## config.mk

```make
export PLATFORM = sky130hd
export DESIGN_NAME = decode_ctrl_pipe
export DESIGN_NICKNAME = d
export VERILOG_FILES = /design/src/rtl/decode_ctrl_pipe.sv
export SDC_FILE = /design/constraint.sdc
export NUM_CORES = 1
export LEC_CHECK = 0
export CORE_ASPECT_RATIO = 0.8
export CORE_MARGIN = 8
export CORE_UTILIZATION = 47
export CTS_CLUSTER_DIAMETER = 40
export DETAILED_ROUTE_END_ITERATION = 8
export PLACE_DENSITY = 0.86
export REMOVE_ABC_BUFFERS = 1
export SETUP_SLACK_MARGIN = 0.02
export SLEW_MARGIN = 20
export SYNTH_ARGS = -nofsm -noshare
export SYNTH_HDL_FRONTEND = slang
export SYNTH_SLANG_ARGS = --single-unit
```

## constraint.sdc

```tcl
create_clock -name clk -period 2.1 [get_ports clk]
set_clock_uncertainty 0.1 [all_clocks]
set_input_delay 0.525 -clock clk [delete_from_list [all_inputs] [get_ports clk]]
set_output_delay 0.525 -clock clk [all_outputs]
set_load 0.03 [all_outputs]
```

## src/rtl/decode_ctrl_pipe.sv

```systemverilog
// decode_ctrl_pipe: MIPS-style control decoder with ID/EX, EX/MEM and MEM/WB control registers.
//
// Decodes the ID-stage opcode combinationally and carries the resulting controls down the
// pipeline. Controls appear on ex_* one cycle, mem_* two cycles and wb_* three cycles after
// the opcode is sampled.
//
// Optional feature: define DECODE_CTRL_PIPE_LOAD_USE_EN to enable load-use hazard detection
// on stall_out. Without it stall_out is tied low and no hazard comparators are built.
//
// Ports:
//   clk, rst                  clock, synchronous active-high reset
//   op, select                ID-stage opcode and rt field (REGIMM sub-decode)
//   id_rs, id_rt, id_rd       ID-stage register fields
//   stall_in                  downstream hold of the whole pipeline
//   flush_id                  kill the instruction currently in ID
//   stall_out                 load-use hazard request (hold PC and IF/ID)
//   ex_*                      EX-stage controls
//   mem_wr, mem_to_reg        MEM-stage controls
//   wb_reg_wr, wb_wr_addr     WB-stage write enable and destination
module decode_ctrl_pipe #(
  parameter int unsigned ALUOP_W  = 5,
  parameter int unsigned REG_AW   = 5,
  parameter int unsigned LINK_REG = 31
) (
  input  logic               clk,
  input  logic               rst,
  input  logic [5:0]         op,
  input  logic [4:0]         select,
  input  logic [REG_AW-1:0]  id_rs,
  input  logic [REG_AW-1:0]  id_rt,
  input  logic [REG_AW-1:0]  id_rd,
  input  logic               stall_in,
  input  logic               flush_id,
  output logic               stall_out,
  output logic [ALUOP_W-1:0] ex_alu_op,
  output logic               ex_alu_src,
  output logic               ex_ext_op,
  output logic               ex_branch,
  output logic               ex_jump,
  output logic               ex_rtype,
  output logic               ex_illegal,
  output logic               mem_wr,
  output logic               mem_to_reg,
  output logic               wb_reg_wr,
  output logic [REG_AW-1:0]  wb_wr_addr
);

  typedef struct packed {
    logic [ALUOP_W-1:0] alu_op;
    logic               alu_src;
    logic               ext_op;
    logic               branch;
    logic               jump;
    logic               rtype;
    logic               illegal;
    logic               mem_wr;
    logic               mem_to_reg;
    logic               reg_wr;
    logic [REG_AW-1:0]  wr_addr;
  } ctrl_t;

  typedef struct packed {
    logic              mem_wr;
    logic              mem_to_reg;
    logic              reg_wr;
    logic [REG_AW-1:0] wr_addr;
  } mem_ctrl_t;

  typedef struct packed {
    logic              reg_wr;
    logic [REG_AW-1:0] wr_addr;
  } wb_ctrl_t;

  ctrl_t     bubble, dec;
  ctrl_t     idex_d, idex_q;
  mem_ctrl_t exmem_d, exmem_q;
  wb_ctrl_t  memwb_d, memwb_q;

  always_comb begin
    bubble        = '0;
    bubble.alu_op = '1;
  end

  // ID-stage decode
  always_comb begin
    dec = bubble;
    unique case (op)
      6'b000000: begin // R-type
        dec.rtype   = 1'b1;
        dec.reg_wr  = 1'b1;
        dec.wr_addr = id_rd;
      end
      6'b001001, 6'b001010, 6'b001011, 6'b001100, 6'b001101, 6'b001110, 6'b001111: begin
        dec.alu_src = 1'b1;
        dec.reg_wr  = 1'b1;
        dec.wr_addr = id_rt;
        dec.ext_op  = (op == 6'b001001) || (op == 6'b001010) || (op == 6'b001011);
        unique case (op[2:0])
          3'b001:  dec.alu_op = ALUOP_W'(5'b00000); // ADDIU
          3'b010:  dec.alu_op = ALUOP_W'(5'b00010); // SLTI
          3'b011:  dec.alu_op = ALUOP_W'(5'b01000); // SLTIU
          3'b100:  dec.alu_op = ALUOP_W'(5'b00011); // ANDI
          3'b101:  dec.alu_op = ALUOP_W'(5'b00101); // ORI
          3'b110:  dec.alu_op = ALUOP_W'(5'b00110); // XORI
          default: dec.alu_op = ALUOP_W'(5'b10100); // LUI
        endcase
      end
      6'b100011, 6'b100000, 6'b100100: begin // LW, LB, LBU
        dec.alu_op     = '0;
        dec.alu_src    = 1'b1;
        dec.ext_op     = (op != 6'b100100);
        dec.reg_wr     = 1'b1;
        dec.mem_to_reg = 1'b1;
        dec.wr_addr    = id_rt;
      end
      6'b101011, 6'b101000: begin // SW, SB
        dec.alu_op  = '0;
        dec.alu_src = 1'b1;
        dec.ext_op  = 1'b1;
        dec.mem_wr  = 1'b1;
      end
      6'b000100: begin dec.branch = 1'b1; dec.alu_op = ALUOP_W'(5'b00001); end // BEQ
      6'b000101: begin dec.branch = 1'b1; dec.alu_op = ALUOP_W'(5'b10110); end // BNE
      6'b000110: begin dec.branch = 1'b1; dec.alu_op = ALUOP_W'(5'b10010); end // BLEZ
      6'b000111: begin dec.branch = 1'b1; dec.alu_op = ALUOP_W'(5'b10001); end // BGTZ
      6'b000001: begin // REGIMM: BGEZ when select==1, else BLTZ
        dec.branch = 1'b1;
        dec.alu_op = (select == 5'd1) ? ALUOP_W'(5'b10000) : ALUOP_W'(5'b10011);
      end
      6'b000010: dec.jump = 1'b1; // J
      6'b000011: begin // JAL
        dec.jump    = 1'b1;
        dec.reg_wr  = 1'b1;
        dec.wr_addr = REG_AW'(LINK_REG);
      end
      default: dec.illegal = 1'b1;
    endcase
    // Register 0 is never written.
    if (dec.wr_addr == '0) dec.reg_wr = 1'b0;
  end

`ifdef DECODE_CTRL_PIPE_LOAD_USE_EN
  assign stall_out = idex_q.mem_to_reg && (idex_q.wr_addr != '0) &&
                     ((idex_q.wr_addr == id_rs) || (idex_q.wr_addr == id_rt)) && !stall_in;
`else
  logic unused_hazard_srcs;
  assign unused_hazard_srcs = ^{id_rs, id_rt};
  assign stall_out = 1'b0;
`endif

  // stall_in wins over flush_id; the flush requester re-asserts on a later cycle.
  always_comb begin
    if (stall_in)                   idex_d = idex_q;
    else if (flush_id || stall_out) idex_d = bubble;
    else                            idex_d = dec;
  end

  always_comb begin
    exmem_d = stall_in ? exmem_q
                       : '{mem_wr: idex_q.mem_wr, mem_to_reg: idex_q.mem_to_reg,
                           reg_wr: idex_q.reg_wr, wr_addr: idex_q.wr_addr};
    memwb_d = stall_in ? memwb_q : '{reg_wr: exmem_q.reg_wr, wr_addr: exmem_q.wr_addr};
  end

  always_ff @(posedge clk) begin
    if (rst) begin
      idex_q  <= bubble;
      exmem_q <= '0;
      memwb_q <= '0;
    end else begin
      idex_q  <= idex_d;
      exmem_q <= exmem_d;
      memwb_q <= memwb_d;
    end
  end

  assign ex_alu_op  = idex_q.alu_op;
  assign ex_alu_src = idex_q.alu_src;
  assign ex_ext_op  = idex_q.ext_op;
  assign ex_branch  = idex_q.branch;
  assign ex_jump    = idex_q.jump;
  assign ex_rtype   = idex_q.rtype;
  assign ex_illegal = idex_q.illegal;
  assign mem_wr     = exmem_q.mem_wr;
  assign mem_to_reg = exmem_q.mem_to_reg;
  assign wb_reg_wr  = memwb_q.reg_wr;
  assign wb_wr_addr = memwb_q.wr_addr;

endmodule

```

==> flow_metrics.tcl, run 1 <==
set metrics [dict create \
    postSynthCellCount 201 \
    die_area_mm2 0.005821 \
    post-route-util 0.7274 \
    required_ns 2.17 \
    antenna_cells 0 \
    post_route_cells_drive_above_1_share 0.1993 \
    crit_arrival_ns 2.08 \
    synth-seq-cells 33 \
    start_kind "input port" \
    min_to "ex_illegal$_SDFFE_PP0N_" \
    grt_pass1_vias 1660 \
    largest_reg_flops 8 \
    setup-violations-final 0 \
    regMostFlops "idex_q" \
    reg_top3 "idex_q (8), exmem_q (6)" \
    min_period_ns 2.009 \
    rrSetupSlack_ns 1.11 \
    place_congestion 0.8898 \
    min_period_over_period 0.9567 \
    die_h_um 69.86 \
    dr.pass1.iters 4 \
    port_buffers 43 \
    ys_types 49 \
    track_usage 0.1525 \
    syn_area_per_cell_um2 8.478 \
    switchingPower_uw 366.0 \
    synth_area_leader_cell "dfxtp_1" \
    p_int_mw 1.153 \
    cts_setup_buffers 0 \
    dp_hpwl_um 3418 \
    h-tree-depth 2 \
    num_vias 1758 \
    clockBufferDepth 2 \
    netlist_top_cells_area "dfxtp_1 39%, mux2i_1 8.2%, nor2_1 7.7%" \
    clkTransAtPathRegs_ns 0.07 \
    power_frac_comb 0.170 \
    routed_wl_um 4584 \
    p_leak_nw 0.9830 \
    p_seq_frac 0.421 \
    fill_cells 254 \
    synthArstFlopShare 0 \
    min_from "ex_illegal$_SDFFE_PP0N_" \
    reg2reg_depth 2 \
    layout.nets 300 \
    timing.fmax_mhz 497.7 \
    drcViolationCount 0 \
    viasPerCell 5.617 \
    rows 19 \
    antenna_found_initial 0 \
    r2r-end "idex_q[5]$_SDFFE_PP0N_" \
    switching_share 0.2409 \
    cts_num_sinks 33 \
    slew_violations 0 \
    rsz0062_at_grt "no" \
    grt_max_degree 23 \
    initial_utilization 0.4944 \
    routedWlPerCell_um 14.65 \
    crit_fanout 6 \
    yosysWarnings 0 \
    p_clk_frac 0.409 \
    path_class "input port to register" \
    drtAntennaViolNets 0 \
    cp-end-kind "register" \
    cts_made_buffers 5 \
    insertion_delay_ns 0.29 \
    synth_top_area_share 0.3877 \
    synthFlopType "dfxtp_1" \
    timing.rr.start "idex_q[5]$_SDFFE_PP0N_" \
    syn2layout_area_growth_pct 47.14 \
    status "finished, final reports clean" \
    pin_count 50 \
    drv_cap 0 \
    design.core.area_mm2 0.003447 \
    ys_seq_area_frac 0.3877 \
    power_mw 1.519 \
    gr-total-overflow 0 \
    synth-edff-count 0 \
    holdPathStages 2 \
    first_iter_violations 177 \
    cts_tree "built" \
    syn_area_mm2 0.001704 \
    grt_first_pass_wirelength_um 7521 \
    powerDensity_mw_per_mm2 605.9 \
    worst_ir_drop_vdd_uv 355.2 \
    die_w_um 83.32 \
    cts_root_buf "clkbuf_8" \
    hp-class "register to register" \
    finalHoldViolCount 0 \
]
[placed cells by master, fill, tap and decap left out, drive strengths merged, types with 3 or more instances in the layout]
| cell | Yosys | final |
|---|---|---|
| buf | 14 | 38 |
| a21oi | 13 | 13 |
| nand2b | 3 | 3 |
| o21ai | 12 | 12 |
| o211ai | 6 | 6 |
| clkdlybuf4s50 | 0 | 43 |
| clkbuf | 5 | 7 |
| nor2 | 37 | 37 |
| nand2 | 10 | 10 |
| inv | 3 | 3 |
| dfxtp | 33 | 33 |
| a22oi | 4 | 4 |
| a221oi | 7 | 7 |
| mux2i | 14 | 14 |
| nor3 | 6 | 6 |
[layer usage]
layer  GRT usage  vias up  wire length, um
met5           0        -                0
met4     0.07004        0               76
met3     0.04983       10              266
met2      0.2362       65             2140
met1      0.1867      821             2100
li1            -      862                -
[repair_timing]
action | in CTS | in global routing
resized for setup | 0 | 3
hold buffers | 0 | 0
setup endpoints to repair | 0 | 3
[per-stage QoR]
stage	setup TNS, ns	hold WS (ns)	cells	instance area, um2	setup slack (ns)
after floorplan	0	0.3479	182	1595	0.3531
after global placement	-1.335	0.3519	305	2376	-0.1747
after detailed placement	-1.584	0.3663	305	2376	-0.1845
after CTS	0	0.3753	313	2492	0.1140
after global routing	0	0.3909	313	2507	0.03260
final	0	0.3765	313	2507	0.09087
[logic make-up (layout without fill, tap and decap cells)]
| family | count (synthesis) | after routing | synth area share |
|---|---|---|---|
| buffers and inverters | 22 | 92 | 0.07048 |
| muxes | 14 | 14 | 0.08223 |
| AOI/OAI and AO/OA | 58 | 58 | 0.2379 |
| and+or+nand+nor | 71 | 71 | 0.2093 |
| other | 1 | 1 | 0.002201 |
| DFF | 33 | 33 | 0.3877 |
| xor gates and xnor gates | 2 | 2 | 0.01028 |
[power by group through the flow]
| stage | logic (mW) | clock network (mW) | registers [mW] |
|---|---|---|---|
| final | 0.259 | 0.622 | 0.639 |
| after global routing | 0.276 | 0.661 | 0.639 |
| after CTS | 0.254 | 0.627 | 0.639 |
| after detailed placement | 0.250 | 0 | 0.653 |
| after global placement | 0.246 | 0 | 0.653 |
| after floorplan | 0.0783 | 0 | 0.663 |
[synth_stat cells, drive strengths merged, types with 3 or more instances]
cell type,count
nand2,10
clkbuf,5
mux2i,14
a221oi,7
o21ai,12
nor2,37
nor3,6
nand2b,3
a21oi,13
dfxtp,33
buf,14
inv,3
o211ai,6
a22oi,4
[area by class of cell]
cell class,instances,area [um2],share of cell area
Tap cell,42,52.55,0.02096
Sequential cell,33,660.6,0.2635
Clock inverter,1,30.03,0.01198
Multi-Input combinational cell,146,938.4,0.3743
Inverter,3,11.26,0.004491
Clock buffer,7,86.33,0.03443
Timing Repair Buffer,81,728.2,0.2904
[critical path, stage by stage]
cell	delay, ns
clkdlybuf4s50_1	0.50
a211o_1	0.30
a22o_1	0.24
a2111oi_1	0.40
o21bai_1	0.10
[worst max-delay path by stage]
stage / from / to / slack (ns) / cells after the start
after global placement: op[2] / ex_illegal$_SDFFE_PP0N_ / -0.17 / 6
after floorplan: op[5] / idex_q[5]$_SDFFE_PP0N_ / 0.35 / 4
final: op[3] / ex_alu_op[2]$_SDFFE_PP1N_ / 0.09 / 5
after CTS: op[1] / idex_q[2]$_SDFFE_PP0N_ / 0.11 / 7
after detailed placement: op[3] / ex_alu_op[2]$_SDFFE_PP1N_ / -0.18 / 5
after global routing: op[3] / idex_q[5]$_SDFFE_PP0N_ / 0.03 / 5
Power figures use the tool's default switching activity.
==> run 2, diff against run 1 <==
SETUP_SLACK_MARGIN = 0.3   (was 0.02)
==> run 2 against run 1 <==
  * Die area unchanged
  * Core utilization grew 1.3 points
  * Setup slack better by 0.23 ns
  * Clock power up 1%
  * Count of clock-buffer cells in the layout did not move
  * Sequential power is essentially flat
  * Cell area is 1.7% higher
  * Critical path type unchanged
  * Critical endpoint is now idex_q[5]$_SDFFE_PP0N_
  * Hold slack got worse by 0.00086 ns
  * Combinational power grew 3%
==> flow_metrics.tcl, run 2 (synthesized netlist as in run 1, its figures left out) <==
set metrics [dict create \
    gr-total-overflow 0 \
    final.setup.tns_ns 0 \
    dr.pass1.iters 4 \
    clockBufferDepth 2 \
    hp-class "register to register" \
    cts_setup_buffers 0 \
    path_class "input port to register" \
    final_cell_mix "33 x dfxtp_1, 33 x buf_4, 32 x nor2_1" \
    r2r-end "idex_q[2]$_SDFFE_PP0N_" \
    timing.rr.start "idex_q[2]$_SDFFE_PP0N_" \
    largest_reg_flops 8 \
    drv_cap 0 \
    clkTransAtPathRegs_ns 0.07 \
    drcViolationCount 0 \
    crit_fanout 4 \
    p_leak_nw 1.078 \
    cts_made_buffers 5 \
    drtAntennaViolNets 0 \
    cts_root_buf "clkbuf_8" \
    viasPerCell 5.709 \
    grt_first_pass_wirelength_um 7976 \
    layout.nets 300 \
    die_w_um 83.32 \
    num_vias 1787 \
    dp_worst_setup_slack_ns -0.1845 \
    routedWlPerCell_um 15.72 \
    port_buffers 43 \
    crit_path_top_delay_cell "or4_4" \
    cpPeakStageDelay_ns 0.59 \
    die_area_mm2 0.005821 \
    dp_hpwl_um 3418 \
    cts_tree "built" \
    grt_max_degree 23 \
    syn2layout_area_growth_pct 49.71 \
    reg2reg_depth 2 \
    min_to "ex_illegal$_SDFFE_PP0N_" \
    cts_num_sinks 33 \
    worst_ir_drop_vdd_uv 367.0 \
    holdPathStages 2 \
    cp-end-kind "register" \
    track_usage 0.1625 \
    rows 19 \
    antenna_found_initial 0 \
    required_ns 2.21 \
    place_congestion 0.8898 \
    start_kind "input port" \
    first_iter_violations 213 \
    powerDensity_mw_per_mm2 601.8 \
    cts_hold_repair.buffers 0 \
    min_period_ns 1.777 \
    grt_pass1_vias 1700 \
    insertion_delay_ns 0.29 \
    timing.fmax_mhz 562.8 \
    rrSetupSlack_ns 1.15 \
    rsz0062_at_grt "no" \
    crit_arrival_ns 1.88 \
    slew_violations 0 \
    regMostFlops "idex_q" \
    post_route_cells_drive_above_1_share 0.2325 \
    timing.final.ws_setup_ns 0.3233 \
    pin_count 50 \
    min_from "ex_illegal$_SDFFE_PP0N_" \
    finalHoldViolCount 0 \
    die_h_um 69.86 \
    initial_utilization 0.4944 \
    status "finished, final reports clean" \
    antenna_cells 0 \
    routed_wl_um 4919 \
    h-tree-depth 2 \
    crit_chain "dlygate4sd2_1 > or4_4 > nor2_4 > a22oi_1 > a221oi_2" \
    setup-violations-final 0 \
    design.core.area_mm2 0.003447 \
    reg_top3 "idex_q (8), exmem_q (6)" \
    min_period_over_period 0.8461 \
]
==> run 2: cell count changes in the layout (fill, tap and decap cells not counted), sizes merged <==
cell,delta
clkdlybuf4s15,+1
clkdlybuf4s50,-26
dlymetal6s2s,+1
dlygate4sd2,+24
==> run 2: repair_timing <==
action / in CTS / in global routing
pin swaps: 6 / 3
resized for setup: 37 / 10
cloned: 0 / 0
setup endpoints to repair: 35 / 13
==> run 2: report_power, final <==
| part | total (mW) | leakage [nW] | switching (mW) | internal (mW) |
|---|---|---|---|---|
| Combinational | 0.268 | 0.753 | 0.137 | 0.131 |
| Clock | 0.628 | 0.0585 | 0.242 | 0.387 |
| Sequential | 0.639 | 0.267 | 0.00475 | 0.634 |
==> run 2: layer usage <==
metal | vias to the layer above | GRT usage | wire length [um]
li1 | 860 | - | -
met1 | 830 | 0.2038 | 2106
met2 | 84 | 0.2517 | 2325
met3 | 13 | 0.04867 | 378
met4 | 0 | 0.06809 | 108
met5 | - | 0 | 0
==> run 2: stage by stage <==
| stage | std cells | hold slack [ns] | util | area [um2] | total power, mW |
|---|---|---|---|---|---|
| floorplan | 182 | 0.3479 | - | 1595 | 0.7412 |
| global placement | 305 | 0.3519 | 0.6893 | 2376 | 0.8990 |
| detailed placement | 305 | 0.3663 | 0.6893 | 2376 | 0.9034 |
| CTS | 313 | 0.3727 | 0.7285 | 2511 | 1.520 |
| global route | 313 | 0.3884 | 0.7401 | 2551 | 1.590 |
| finish | 313 | 0.3757 | 0.7401 | 2551 | 1.535 |
==> run 2: worst max-delay path by stage <==
stage / slack (ns) / from / end
2_1_floorplan: 0.35 / op[5] / idex_q[5]$_SDFFE_PP0N_
3_3_place_gp: -0.17 / op[2] / ex_illegal$_SDFFE_PP0N_
3_5_place_dp: -0.18 / op[3] / ex_alu_op[2]$_SDFFE_PP1N_
4_1_cts: 0.29 / stall_in / idex_q[2]$_SDFFE_PP0N_
5_1_grt: 0.29 / op[1] / ex_alu_op[2]$_SDFFE_PP1N_
6_report: 0.32 / op[5] / idex_q[5]$_SDFFE_PP0N_
==> run 2: final cells by class <==
| type | count | area (um2) |
|---|---|---|
| Timing Repair Buffer | 81 | 715.7 |
| Clock inverter | 1 | 30.03 |
| Multi-Input combinational cell | 146 | 994.7 |
| Fill cell | 238 | 895.9 |
| Clock buffer | 7 | 86.33 |
| Sequential cell | 33 | 660.6 |
| Tap cell | 42 | 52.55 |
| Inverter | 3 | 11.26 |
==> run 2: worst max-delay path: cells and delay by family <==
family                 cells  cell delay [ns]
and+or+nand+nor            2             0.77
buffers and inverters      1             0.26
AOI/OAI and AO/OA          2             0.33
